$ cat src/rtl/tft_timing_pkg.sv
// Shared constants and types for the TFT timing receiver.
package tft_timing_pkg;

  localparam int DEF_H_ACTIVE = 800;
  localparam int DEF_V_ACTIVE = 480;
  localparam int LOCK_CNT_W   = 4;

  typedef enum logic [1:0] {
    SEARCH,
    MEASURE,
    LOCKED
  } lock_state_t;

endpackage

$ cat src/rtl/tft_sync_edge.sv
// Polarity normalisation and strobe-gated edge detection for one timing input.
module tft_sync_edge #(
  parameter bit ACTIVE_LOW = 1'b0
) (
  input  logic i_clk,
  input  logic i_rst,
  input  logic i_stb,
  input  logic i_sig,
  output logic o_level,
  output logic o_lead,
  output logic o_trail
);

  logic w_level;
  logic r_prev;

  assign w_level = ACTIVE_LOW ? ~i_sig : i_sig;

  always_ff @(posedge i_clk or posedge i_rst) begin
    if (i_rst) begin
      r_prev <= 1'b0;
    end else if (i_stb) begin
      r_prev <= w_level;
    end
  end

  assign o_level = w_level;
  assign o_lead  = i_stb & w_level & ~r_prev;
  assign o_trail = i_stb & ~w_level & r_prev;

endmodule

$ cat src/rtl/tft_timing_rx.sv
// TFT timing receiver: recovers pixel coordinates from HS/VS/DE and locks onto a stable format.
// Optional o_err_cnt format-error counter is enabled by defining TFT_TIMING_RX_ERRCNT_EN.
module tft_timing_rx
  import tft_timing_pkg::*;
#(
  parameter int HS_ACTIVE_LOW = 1,
  parameter int VS_ACTIVE_LOW = 1,
  parameter int H_ACTIVE      = DEF_H_ACTIVE,
  parameter int V_ACTIVE      = DEF_V_ACTIVE,
  parameter int CNT_W         = 11,
  parameter int LOCK_FRAMES   = 2
) (
  input  logic             i_clk,
  input  logic             i_rst,
  input  logic             i_pix_stb,
  input  logic             i_hs,
  input  logic             i_vs,
  input  logic             i_de,
  output logic [10:0]      o_x,
  output logic [8:0]       o_y,
  output logic             o_valid,
  output logic             o_sof,
  output logic             o_eol,
  output logic             o_locked,
  output logic [CNT_W-1:0] o_line_total,
  output logic [CNT_W-1:0] o_frame_lines,
  output logic             o_fmt_err
`ifdef TFT_TIMING_RX_ERRCNT_EN
  ,
  output logic [15:0]      o_err_cnt
`endif
);

  logic w_hs_lvl, w_hs_lead, w_hs_trail;
  logic w_vs_lvl, w_vs_lead, w_vs_trail;
  logic w_de_lvl, w_de_lead, w_de_trail;
  logic w_unused;

  tft_sync_edge #(.ACTIVE_LOW(HS_ACTIVE_LOW != 0)) u_hs_edge (
    .i_clk(i_clk), .i_rst(i_rst), .i_stb(i_pix_stb), .i_sig(i_hs),
    .o_level(w_hs_lvl), .o_lead(w_hs_lead), .o_trail(w_hs_trail)
  );

  tft_sync_edge #(.ACTIVE_LOW(VS_ACTIVE_LOW != 0)) u_vs_edge (
    .i_clk(i_clk), .i_rst(i_rst), .i_stb(i_pix_stb), .i_sig(i_vs),
    .o_level(w_vs_lvl), .o_lead(w_vs_lead), .o_trail(w_vs_trail)
  );

  tft_sync_edge #(.ACTIVE_LOW(1'b0)) u_de_edge (
    .i_clk(i_clk), .i_rst(i_rst), .i_stb(i_pix_stb), .i_sig(i_de),
    .o_level(w_de_lvl), .o_lead(w_de_lead), .o_trail(w_de_trail)
  );

  assign w_unused = &{1'b0, w_hs_lvl, w_hs_trail, w_vs_lvl, w_vs_trail, w_de_lead};

  logic [CNT_W-1:0] r_h_cnt, r_v_cnt, r_y_cnt;
  logic [CNT_W-1:0] r_line_total, r_frame_lines, r_ref_total;
  logic [10:0]      r_x_cnt, r_last_width;
  logic [10:0]      r_x;
  logic [8:0]       r_y;
  logic             r_valid, r_sof, r_eol, r_sof_pend, r_fmt_err;
  lock_state_t      r_state, w_state_nxt;
  logic [LOCK_CNT_W-1:0] r_match, w_match_nxt;
  logic             w_err;

  logic             w_h_sat;
  logic [CNT_W-1:0] w_line_total_nxt;
  logic [CNT_W-1:0] w_line_total_now;
  logic             w_frame_ok;
  logic             w_lock_break;

  assign w_h_sat          = &r_h_cnt;
  assign w_line_total_nxt = r_h_cnt + 1'b1;
  assign w_line_total_now = w_hs_lead ? w_line_total_nxt : r_line_total;

  // Line/frame measurement and DE position counters; the HS edge that coincides
  // with a VS edge is the first line of the new frame.
  always_ff @(posedge i_clk or posedge i_rst) begin
    if (i_rst) begin
      r_h_cnt       <= '0;
      r_v_cnt       <= '0;
      r_y_cnt       <= '0;
      r_x_cnt       <= '0;
      r_last_width  <= '0;
      r_line_total  <= '0;
      r_frame_lines <= '0;
      r_ref_total   <= '0;
    end else if (i_pix_stb) begin
      if (w_hs_lead) begin
        r_line_total <= w_line_total_nxt;
        r_h_cnt      <= '0;
      end else if (!w_h_sat) begin
        r_h_cnt <= r_h_cnt + 1'b1;
      end

      if (w_vs_lead) begin
        r_frame_lines <= r_v_cnt;
        r_ref_total   <= w_line_total_now;
        r_v_cnt       <= w_hs_lead ? CNT_W'(1) : '0;
      end else if (w_hs_lead && !(&r_v_cnt)) begin
        r_v_cnt <= r_v_cnt + 1'b1;
      end

      if (w_de_trail) begin
        r_last_width <= r_x_cnt;
        r_x_cnt      <= '0;
      end else if (w_de_lvl && !(&r_x_cnt)) begin
        r_x_cnt <= r_x_cnt + 1'b1;
      end

      if (w_vs_lead) begin
        r_y_cnt <= '0;
      end else if (w_de_trail && !(&r_y_cnt)) begin
        r_y_cnt <= r_y_cnt + 1'b1;
      end
    end
  end

  // Pixel outputs lag the DE sample by one strobe; coordinates hold outside DE.
  always_ff @(posedge i_clk or posedge i_rst) begin
    if (i_rst) begin
      r_x        <= '0;
      r_y        <= '0;
      r_valid    <= 1'b0;
      r_sof      <= 1'b0;
      r_eol      <= 1'b0;
      r_sof_pend <= 1'b0;
      r_fmt_err  <= 1'b0;
    end else if (i_pix_stb) begin
      r_valid   <= w_de_lvl;
      r_sof     <= w_de_lvl & r_sof_pend;
      r_eol     <= w_de_trail;
      r_fmt_err <= w_err;
      if (w_de_lvl) begin
        r_x <= r_x_cnt;
        r_y <= (r_y_cnt >= CNT_W'(V_ACTIVE - 1)) ? 9'(V_ACTIVE - 1) : r_y_cnt[8:0];
      end
      if (w_vs_lead) begin
        r_sof_pend <= 1'b1;
      end else if (w_de_lvl) begin
        r_sof_pend <= 1'b0;
      end
    end
  end

  assign w_frame_ok = (w_line_total_now == r_ref_total) &&
                      (r_v_cnt == r_frame_lines) &&
                      (r_last_width == 11'(H_ACTIVE)) &&
                      (r_y_cnt == CNT_W'(V_ACTIVE));

  assign w_lock_break = (w_de_trail && (r_x_cnt != 11'(H_ACTIVE))) ||
                        (w_hs_lead && (w_line_total_nxt != r_line_total)) ||
                        (w_vs_lead && (r_v_cnt != r_frame_lines)) ||
                        w_h_sat;

  always_ff @(posedge i_clk or posedge i_rst) begin
    if (i_rst) begin
      r_state <= SEARCH;
      r_match <= '0;
    end else begin
      r_state <= w_state_nxt;
      r_match <= w_match_nxt;
    end
  end

  // Lock FSM: each frame is judged at the VS edge that closes it.
  always_comb begin
    w_state_nxt = r_state;
    w_match_nxt = r_match;
    w_err       = 1'b0;
    if (i_pix_stb) begin
      case (r_state)
        SEARCH: begin
          if (w_vs_lead) begin
            w_state_nxt = MEASURE;
            w_match_nxt = '0;
          end
        end
        MEASURE: begin
          if (w_vs_lead) begin
            if (w_frame_ok) begin
              w_match_nxt = r_match + 1'b1;
              if (w_match_nxt >= LOCK_CNT_W'(LOCK_FRAMES)) begin
                w_state_nxt = LOCKED;
              end
            end else begin
              w_match_nxt = '0;
            end
          end
        end
        LOCKED: begin
          if (w_lock_break) begin
            w_err       = 1'b1;
            w_state_nxt = SEARCH;
            w_match_nxt = '0;
          end
        end
        default: begin
          w_state_nxt = SEARCH;
          w_match_nxt = '0;
        end
      endcase
    end
  end

`ifdef TFT_TIMING_RX_ERRCNT_EN
  logic [15:0] r_err_cnt;

  always_ff @(posedge i_clk or posedge i_rst) begin
    if (i_rst) begin
      r_err_cnt <= '0;
    end else if (w_err && !(&r_err_cnt)) begin
      r_err_cnt <= r_err_cnt + 1'b1;
    end
  end

  assign o_err_cnt = r_err_cnt;
`endif

  assign o_x           = r_x;
  assign o_y           = r_y;
  assign o_valid       = r_valid;
  assign o_sof         = r_sof;
  assign o_eol         = r_eol;
  assign o_locked      = (r_state == LOCKED);
  assign o_line_total  = r_line_total;
  assign o_frame_lines = r_frame_lines;
  assign o_fmt_err     = r_fmt_err;

endmodule

$ cat config.mk
export PLATFORM = sky130hd
export DESIGN_NAME = tft_timing_rx
export DESIGN_NICKNAME = d
export VERILOG_FILES = /design/src/rtl/tft_timing_pkg.sv /design/src/rtl/tft_sync_edge.sv /design/src/rtl/tft_timing_rx.sv
export SDC_FILE = /design/constraint.sdc
export NUM_CORES = 1
export LEC_CHECK = 0
export CAP_MARGIN = 20
export CORE_UTILIZATION = 45
export CTS_CLUSTER_DIAMETER = 120
export DETAILED_ROUTE_END_ITERATION = 7
export RECOVER_POWER = 50
export SLEW_MARGIN = 20
export SYNTH_ARGS = -nofsm -noshare
export SYNTH_HDL_FRONTEND = slang
export SYNTH_SLANG_ARGS = --single-unit
$ cat constraint.sdc
create_clock -name i_clk -period 12.85 [get_ports i_clk]
set_clock_uncertainty 0.1 [all_clocks]
set_input_delay 2.57 -clock i_clk [delete_from_list [all_inputs] [get_ports i_clk]]
set_output_delay 2.57 -clock i_clk [all_outputs]
set_load 0.03 [all_outputs]
# Yosys cells after proc, flatten, opt, wreduce, memory -nomap -nowiden
# Cells that the tools add are included.
[totals]
out_inout_bits = 47
regBits = 121
elab_cells = 113
[op_classes]
eq_ne = 15
addsub = 5
magnitude_cmp = 2
n_reduce_logical = 34
n_mux = 26
bitwise = 12
[ops]
columns = ["operator", "n"]
rows = [
  ["two-way mux 11 bit", 9],
  ["adder 11 x 1 -> 11 bit (second input constant)", 4],
  ["AND reduction 11 bit", 4],
  ["== test 11 bit", 2],
  ["inequality test 11 bit", 2],
  ["two-way mux 4 bit", 4],
  ["AND reduction 2 bit", 8],
  ["case mux 4 bit (3 select lines)", 1],
  ["== test 11 x 10 -> 1 bit (second input constant)", 1],
  ["== test 11 x 9 -> 1 bit (second input constant)", 1],
  [">= comparator 11 x 9 -> 1 bit (second input constant)", 1],
  ["inequality test 11 x 10 -> 1 bit (second input constant)", 1],
  ["two-way mux 2 bit", 5],
  ["inequality test 2 bit (second input constant)", 5],
  ["logical AND 1 bit", 9],
  ["two-way mux 9 bit", 1],
  ["nonzero test 2 bit", 4],
  ["bitwise AND 1 bit", 7],
  ["case mux 2 bit (3 select lines)", 1],
  ["AND reduction 6 bit", 1],
  ["two-way mux 1 bit", 5],
  ["NOT 1 bit", 5],
  ["adder 4 x 1 -> 4 bit (second input constant)", 1],
  [">= comparator 4 x 2 -> 1 bit (second input constant)", 1],
  ["7 further kinds", 11],
]

# Longest topological paths before layout
# Gate-level depths: netlist (run 1).
[depth]
depth_word = 11
depth_mapped = 10
mapped_depth_nobuf = 8

# Cells and area by module
# A second synthesis (run 1) with hierarchy kept.
[unflattened]
hier_cells = 739
area_unflattened_um2 = 6587.6
[by_module_without_submodules]
columns = ["mod", "area_each_um2", "instances", "cells_each", "seq_area_each_um2"]
rows = [
  ["tft_timing_rx", 6396.1, 1, 719, 2977.9],
  ["tft_sync_edge at u_hs_edge ...", 60.1, 2, 7, 25.0],
  ["tft_sync_edge at u_de_edge", 71.3, 1, 6, 25.0],
]

# Least setup slack after synthesis (run 1)
# Ideal clock, no wire load.
[synth_path]
kind = "input-to-reg"
startpoint = "in i_pix_stb"
endpoint = "reg r_match[0]"
setup_ps = 125
slack_ps = 8239
path_buffers = 2
arrival_time_ps = 4387
cell_stages = 8
cell_sequence = "buf_2 or3b_1 clkbuf_1 or4_1 o2111ai_1 a211oi_1 and3_1 mux2_2"
[synth_between]
elab_chain_cells = 10
elab_cells_between_ends = 24
[synth_lines]
columns = ["element", "line_no", "source"]
rows = [
  ["start: declaration", "tft_timing_rx.sv:15", "input logic i_pix_stb,"],
  ["bitwise AND 1 bit (2 in series)", "tft_sync_edge.sv:28", "assign o_lead = i_stb & w_level & ~r_prev;"],
  ["two-way mux 11 bit", "--", ""],
  ["== test 11 bit", "tft_timing_rx.sv:146", "assign w_frame_ok = (w_line_total_now == r_ref_total) &&"],
  ["logical AND 1 bit", "tft_timing_rx.sv:146", ""],
  ["logical AND 1 bit", "tft_timing_rx.sv:147", "(r_v_cnt == r_frame_lines) &&"],
  ["logical AND 1 bit", "tft_timing_rx.sv:148", "(r_last_width == 11'(H_ACTIVE)) &&"],
  ["two-way mux 4 bit", "tft_timing_rx.sv:181", "if (w_frame_ok) begin"],
  ["two-way mux 4 bit", "tft_timing_rx.sv:180", "if (w_vs_lead) begin"],
  ["case mux 4 bit (3 select lines)", "tft_timing_rx.sv:172", "case (r_state)"],
  ["end signal: assignment", "tft_timing_rx.sv:162", "r_match <= w_match_nxt;"],
  ["end: declaration", "tft_timing_rx.sv:63", "logic [LOCK_CNT_W-1:0] r_match, w_match_nxt;"],
]
# Parallel ways exist; a longest one is shown, timed or not. The select of a mux whose other input is x is not followed.
# A chain may end at the register's enable or synchronous reset.

==> flow_metrics.env, run 1 <==
export IMPL_ys_ff_latch=121
export IMPL_maxCapViolCount=2
export IMPL_die_width_um=119
export IMPL_p_seq_frac=0.399
export IMPL_rsz0062_at_grt="no"
export IMPL_final_nets=715
export IMPL_cts_tree="yes"
export IMPL_fin_tns_setup_ns=0
export IMPL_synthToLayoutAreaGrowth_pct=19.9
export IMPL_postSynthAreaPerCell_um2=9.33
export IMPL_worst_pin_slew_ns=3.23
export IMPL_gp_congestion=0.848
export IMPL_cts_made_buffers=17
export IMPL_p_sw_w=0.000356
export IMPL_stdcell_count=890
export IMPL_grt_max_degree=62
export IMPL_pwr_share_comb=0.195
export IMPL_ir_worst_vdd_uv=94.3
export IMPL_start_util=0.463
export IMPL_maxSlewHeadroom=-1.16
export IMPL_routed_via_density=5.50
export IMPL_power_total_w=0.00120
export IMPL_period_minus_slack_ns=7.37
export IMPL_cp_max_fo=61
export IMPL_grt_use_met2=0.346
export IMPL_cts_path_max_buffers=2
export IMPL_fin_crit_sh=0.573
export IMPL_dp_cells=858
export IMPL_synth_nets=674
export IMPL_track_usage=0.227
export IMPL_finalSetupViolCount=0
export IMPL_drt_initial_drc_count=392
export IMPL_chipHeight_um=119
export IMPL_p_per_area_nw_per_um2=162
export IMPL_min_delay_start="o_x[7]"
export IMPL_hold_viol_final=0
export IMPL_failed_checks="capacitance limit, slew limit"
export IMPL_antenna_found_initial=1
export IMPL_path_clk_slew_ns=0.05
export IMPL_clock_fmax_ghz=0.136
export IMPL_reg2reg_depth=8
export IMPL_synth_edff_count=0
export IMPL_r2r_start="r_h_cnt[0]"
export IMPL_synth_cell_types=68
export IMPL_die_area_um2=14200
export IMPL_port_buffers=52
export IMPL_final_antenna_net_count=0
export IMPL_synth_common_cells="nand2_1 (143), dfrtp_1 (121), o21ai_0 (55)"
export IMPL_slew_violations=124
export IMPL_core_um2=13300
export IMPL_hold_path_depth=2
export IMPL_synth_top_area_share=0.491
export IMPL_yosysTopAreaCell="dfrtp_1"
export IMPL_yosysMostFrequentCell="nand2_1"
export IMPL_power_leakage_nw=3.40
export IMPL_outcome="finished, violations left"
export IMPL_yosysWarnings=0
export IMPL_wire_per_inst_um=16.7
export IMPL_endpoint_kind="asynchronous set/reset pin"
export IMPL_dp_hpwl_mm=10.1
export IMPL_async_reset_ff_frac=1.00
export IMPL_use_met3=0.0493
export IMPL_use_met1=0.312
export IMPL_synthTopCellsByArea="dfrtp_1 (49%), nand2_1 (8.7%), xnor2_1 (4.8%)"
export IMPL_cts_root_buf="clkbuf_16"
export IMPL_hold_buffers=0
export IMPL_n_fill_cell=1196
export IMPL_remaining_drc_errors=0
export IMPL_top_usage_layer="met2"
export IMPL_grt_pass1_vias=4732
export IMPL_drt_total_wl_mm=14.9
export IMPL_switching_share=0.297
export IMPL_holdCritPathClass="register to register"
export IMPL_synthFlopType="dfrtp_1"
export IMPL_path_class="primary input to asynchronous set/reset pin"
export IMPL_cp_data_required_time_ns=12.55
export IMPL_clock_sinks=121
export IMPL_ys_seq_area_frac=0.491
export IMPL_synth_cells=660
export IMPL_cts_resized=0
export IMPL_cp_start_kind="primary input"
export IMPL_synthesis_area_um2=6160
export IMPL_vias=4894
export IMPL_num_io_pins=53
export IMPL_cts_setup_buffers=0
export IMPL_crit_start="i_rst"
export IMPL_grt_pass1_wl_mm=24.9
export IMPL_clk_latency_ns=0.42
export IMPL_cts_htree_levels=4
export IMPL_drive_gt1_frac=0.0673
export IMPL_rows=42
export IMPL_first_pass_iters=5
export IMPL_clkPwrFrac=0.407
export IMPL_grt_overflow=0
export IMPL_internal_power_w=0.000843
export IMPL_crit_arrival_ns=7.07
-- sequential cells by signal (all words and copies together) (netlist names) --
register and cells:
o_frame_lines 11, o_line_total 11, o_x 11, r_h_cnt 11, r_last_width 11, r_ref_total 11, r_v_cnt 11, r_x_cnt 11
r_y_cnt 11, o_y 9, r_match 4, r_state 2, o_eol 1, o_fmt_err 1, o_sof 1, r_sof_pend 1
u_de_edge.r_prev 1, u_hs_edge.r_prev 1, u_vs_edge.r_prev 1
-- placed cells by master (no fill, tap or decap), types with 3 or more instances in the layout --
cell type / synthesis / final
a21o_1: 3 / 3
a21oi_1: 17 / 17
a31oi_1: 5 / 6
and2_1: 5 / 4
and3_1: 6 / 6
and4_1: 5 / 5
bufinv_16: 0 / 3
clkbuf_1: 20 / 6
clkbuf_16: 0 / 17
clkbuf_8: 0 / 4
clkdlybuf4s50_1: 0 / 8
clkinv_2: 0 / 3
dfrtp_1: 121 / 121
dlygate4sd3_1: 0 / 44
ha_1: 8 / 8
inv_1: 26 / 26
mux2_2: 5 / 5
mux2i_1: 3 / 3
nand2_1: 143 / 143
nand3_1: 17 / 17
nand4_1: 14 / 14
nor2_1: 41 / 41
nor2b_1: 6 / 6
nor3_1: 6 / 6
nor3b_1: 5 / 4
nor4_1: 6 / 6
o2111ai_1: 3 / 3
o21ai_0: 55 / 55
o22a_1: 10 / 10
o31ai_1: 4 / 4
or3_1: 11 / 11
xnor2_1: 34 / 34
xor2_1: 21 / 21
-- path summary, 6_finish.rpt --
| kind | to | slack (ns) |
|---|---|---|
| worst max-delay path | r_match[2] | 5.48 |
| worst min-delay path | o_x[7] | 0.37 |
| worst max register to register | o_fmt_err | 9.47 |
| worst min register to register | o_x[7] | 0.37 |
| max in group i_clk | r_match[0] | 7.27 |
| min in group asynchronous | o_y[7] | 3.25 |
-- worst max-delay path, cell delays in order --
cell	delay (ns)
dlygate4sd3_1	0.54
clkinvlp_2	1.52
clkbuf_1	2.37
-- cell type report --
class	instances	area (µm²)	share of cell area
clock buffers	24	492	0.0665
diodes	1	2.50	0.000339
well taps	176	220	0.0298
clock inverters	7	114	0.0154
repair buffers	56	539	0.0730
multi-input cells	478	2890	0.391
inverters	27	103	0.0139
flip-flops and latches	121	3030	0.410
-- cells by family (layout without fill, tap and decap cells) --
family / count (synthesis) / in the layout / synth area share
adder cells (fa/ha/maj): 8 / 8 / 0.0162
buffers and inverters: 61 / 114 / 0.0390
other: 0 / 1 / 0
XOR/XNOR: 57 / 57 / 0.0855
AND/OR/NAND/NOR: 282 / 282 / 0.222
AO/OA/AOI/OAI: 123 / 123 / 0.132
flip-flops: 121 / 121 / 0.491
multiplexers: 8 / 8 / 0.0140
-- per-layer routing --
metal  share of wire  vias to the layer above
met1            0.47                     2401
met4           0.021                        0
met3           0.039                       21
li1                -                     2361
met2            0.47                      111
met5               0                        -
-- power by group through the flow --
stage | clock network [W] | logic [W] | registers, W
after global routing | 0.000513 | 0.000255 | 0.000485
after CTS | 0.000497 | 0.000241 | 0.000479
after detailed placement | 0 | 0.000240 | 0.000484
after global placement | 0 | 0.000238 | 0.000482
after floorplan | 0 | 0.000136 | 0.000501
final | 0.000488 | 0.000234 | 0.000478
-- stage by stage --
stage	instance area, µm²	worst slack [ns]	hold slack, ns	util
floorplan	6160	6.97	0.346	-
global placement	6810	7.13	0.360	0.512
detailed placement	6810	6.98	0.363	0.512
CTS	7410	7.45	0.376	0.557
global route	7390	4.45	0.387	0.556
finish	7390	5.48	0.368	0.556
Note: power is estimated with default switching activity, not from simulation.
==> run 2, diff against run 1 <==
--- a/config.mk
+++ b/config.mk
@@ -9,6 +9,7 @@
 export CORE_UTILIZATION = 45
 export CTS_CLUSTER_DIAMETER = 120
 export DETAILED_ROUTE_END_ITERATION = 7
+export PLACE_DENSITY = 0.67
 export RECOVER_POWER = 50
 export SLEW_MARGIN = 20
 export SYNTH_ARGS = -nofsm -noshare
==> constraint.sdc (replaced) <==
create_clock -name i_clk -period 6.1 [get_ports i_clk]
set_clock_uncertainty 0.1 [all_clocks]
set_input_delay 1.22 -clock i_clk [delete_from_list [all_inputs] [get_ports i_clk]]
set_output_delay 1.22 -clock i_clk [all_outputs]
set_load 0.03 [all_outputs]
==> flow_metrics.env, run 2 (synthesis results as in run 1) <==
export IMPL_cp_max_fo=23
export IMPL_r2r_slack_ns=2.83
export IMPL_ir_worst_vdd_uv=194
export IMPL_endpoint_kind="register"
export IMPL_port_buffers=52
export IMPL_cp_slowest_cell="dlygate4sd3_1"
export IMPL_grt_pass1_wl_mm=24.3
export IMPL_cp_start_kind="primary input"
export IMPL_remaining_drc_errors=0
export IMPL_maxSlewHeadroom=-1.42
export IMPL_cts_root_buf="clkbuf_16"
export IMPL_dp_hpwl_mm=9.98
export IMPL_cts_path_max_buffers=2
export IMPL_grt_pass1_vias=4855
export IMPL_num_io_pins=53
export IMPL_crit_start="i_pix_stb"
export IMPL_cts_htree_levels=4
export IMPL_clock_fmax_ghz=0.240
export IMPL_antenna_found_initial=1
export IMPL_hold_viol_final=0
export IMPL_cp_cell_sequence="dlygate4sd3_1 -> inv_1 -> or3_1 -> o22a_1 -> a41oi_1 -> o31ai_4 -> mux2_2"
export IMPL_chipHeight_um=119
export IMPL_vias=4929
export IMPL_rsz0062_at_grt="no"
export IMPL_cts_tree="yes"
export IMPL_maxCapViolCount=1
export IMPL_finalSetupViolCount=0
export IMPL_final_cell_mix="nand2_1 (143), dfrtp_1 (121), o21ai_0 (55)"
export IMPL_fin_tns_setup_ns=0
export IMPL_worst_pin_slew_ns=3.62
export IMPL_grt_overflow=0
export IMPL_reg2reg_depth=8
export IMPL_p_per_area_nw_per_um2=339
export IMPL_grt_max_degree=84
export IMPL_multiInputGateArea_um2=2900
export IMPL_slew_violations=84
export IMPL_wire_per_inst_um=16.1
export IMPL_die_width_um=119
export IMPL_track_usage=0.219
export IMPL_path_buf_inv=2
export IMPL_rows=42
export IMPL_routed_via_density=5.54
export IMPL_start_util=0.463
export IMPL_drt_total_wl_mm=14.4
export IMPL_holdCritPathClass="register to register"
export IMPL_mostFrequentLayoutCell="nand2_1"
export IMPL_crit_arrival_ns=4.37
export IMPL_hold_buffers=0
export IMPL_path_clk_slew_ns=0.06
export IMPL_critical_path_top_delay_family="buffers and inverters"
export IMPL_path_class="primary input to register"
export IMPL_die_area_um2=14200
export IMPL_timing_rr_end="o_fmt_err"
export IMPL_fin_crit_sh=0.683
export IMPL_period_minus_slack_ns=4.16
export IMPL_outcome="finished, violations left"
export IMPL_cp_data_required_time_ns=6.30
export IMPL_power_leakage_nw=3.32
export IMPL_cts_made_buffers=17
export IMPL_whs_ns=0.368
export IMPL_final_antenna_net_count=0
export IMPL_drive_gt1_frac=0.0743
export IMPL_fin_ws_ns=1.94
export IMPL_clk_latency_ns=0.42
export IMPL_power_total_w=0.00251
export IMPL_failed_checks="capacitance limit, slew limit"
export IMPL_final_nets=715
export IMPL_drt_initial_drc_count=360
export IMPL_crit_end="r_match[0]"
export IMPL_final_seq_area_um2=3030
export IMPL_first_pass_iters=5
export IMPL_r2r_start="r_h_cnt[0]"
export IMPL_cts_resized=0
export IMPL_n_fill_cell=1181
export IMPL_synthToLayoutAreaGrowth_pct=19.9
export IMPL_max_stage_delay_ns=0.93
export IMPL_crit_cells=7
export IMPL_core_um2=13300
export IMPL_clock_sinks=121
export IMPL_gp_congestion=0.932
export IMPL_cts_setup_buffers=0
export IMPL_dp_worst_setup_slack_ns=1.64
[run 2: cell count changes in the layout (fill, tap and decap cells not counted), sizes merged]
cell and delta:
buf +2, clkbuf -7, clkdlybuf4s50 +25, clkinv +2, clkinvlp +4, dlygate4sd3 -25, inv -1
[run 2: metal layers]
layer  global-route usage  vias up  share of wire
met2                0.348      115           0.49
met4               0.0657        0          0.012
li1                     -     2357              -
met3               0.0603       16          0.045
met5                    0        -              0
met1                0.290     2441           0.45
[run 2: through the flow]
stage,utilization,std cells,cell area [µm²]
finish,0.556,890,7390
floorplan,-,660,6160
detailed placement,0.512,858,6810
global placement,0.512,858,6810
CTS,0.556,889,7390
global route,0.556,890,7390
[run 2: how the worst min path moves through the flow]
| stage | startpoint | end | cells past startpoint |
|---|---|---|---|
| after CTS | o_x[9] | o_x[9] | 2 |
| final | o_x[9] | o_x[9] | 2 |
| after detailed placement | o_x[9] | o_x[9] | 2 |
| after floorplan | r_last_width[5] | r_last_width[5] | 2 |
| after global placement | r_last_width[8] | r_last_width[8] | 2 |
| after global routing | o_x[8] | o_x[8] | 2 |
[run 2: report_power, final]
group	total [W]	switching (W)	internal, W
Clock	0.000995	0.000358	0.000637
Sequential	0.00101	0.000115	0.000895
Combinational	0.000501	0.000294	0.000207
[run 2: area by class of cell]
type / count / share of cell area
Antenna cell: 1 / 0.000339
Clock buffer: 19 / 0.0586
Clock inverter: 12 / 0.0207
Inverter: 27 / 0.0139
Multi-Input combinational cell: 478 / 0.393
Sequential cell: 121 / 0.410
Tap cell: 176 / 0.0298
Timing Repair Buffer: 56 / 0.0740
[run 2: tightest hold or removal path, stage by stage (launching register included)]
cell	delay, ns
dfrtp_1	0.33
nand2_1	0.05
nand2_1	0.06
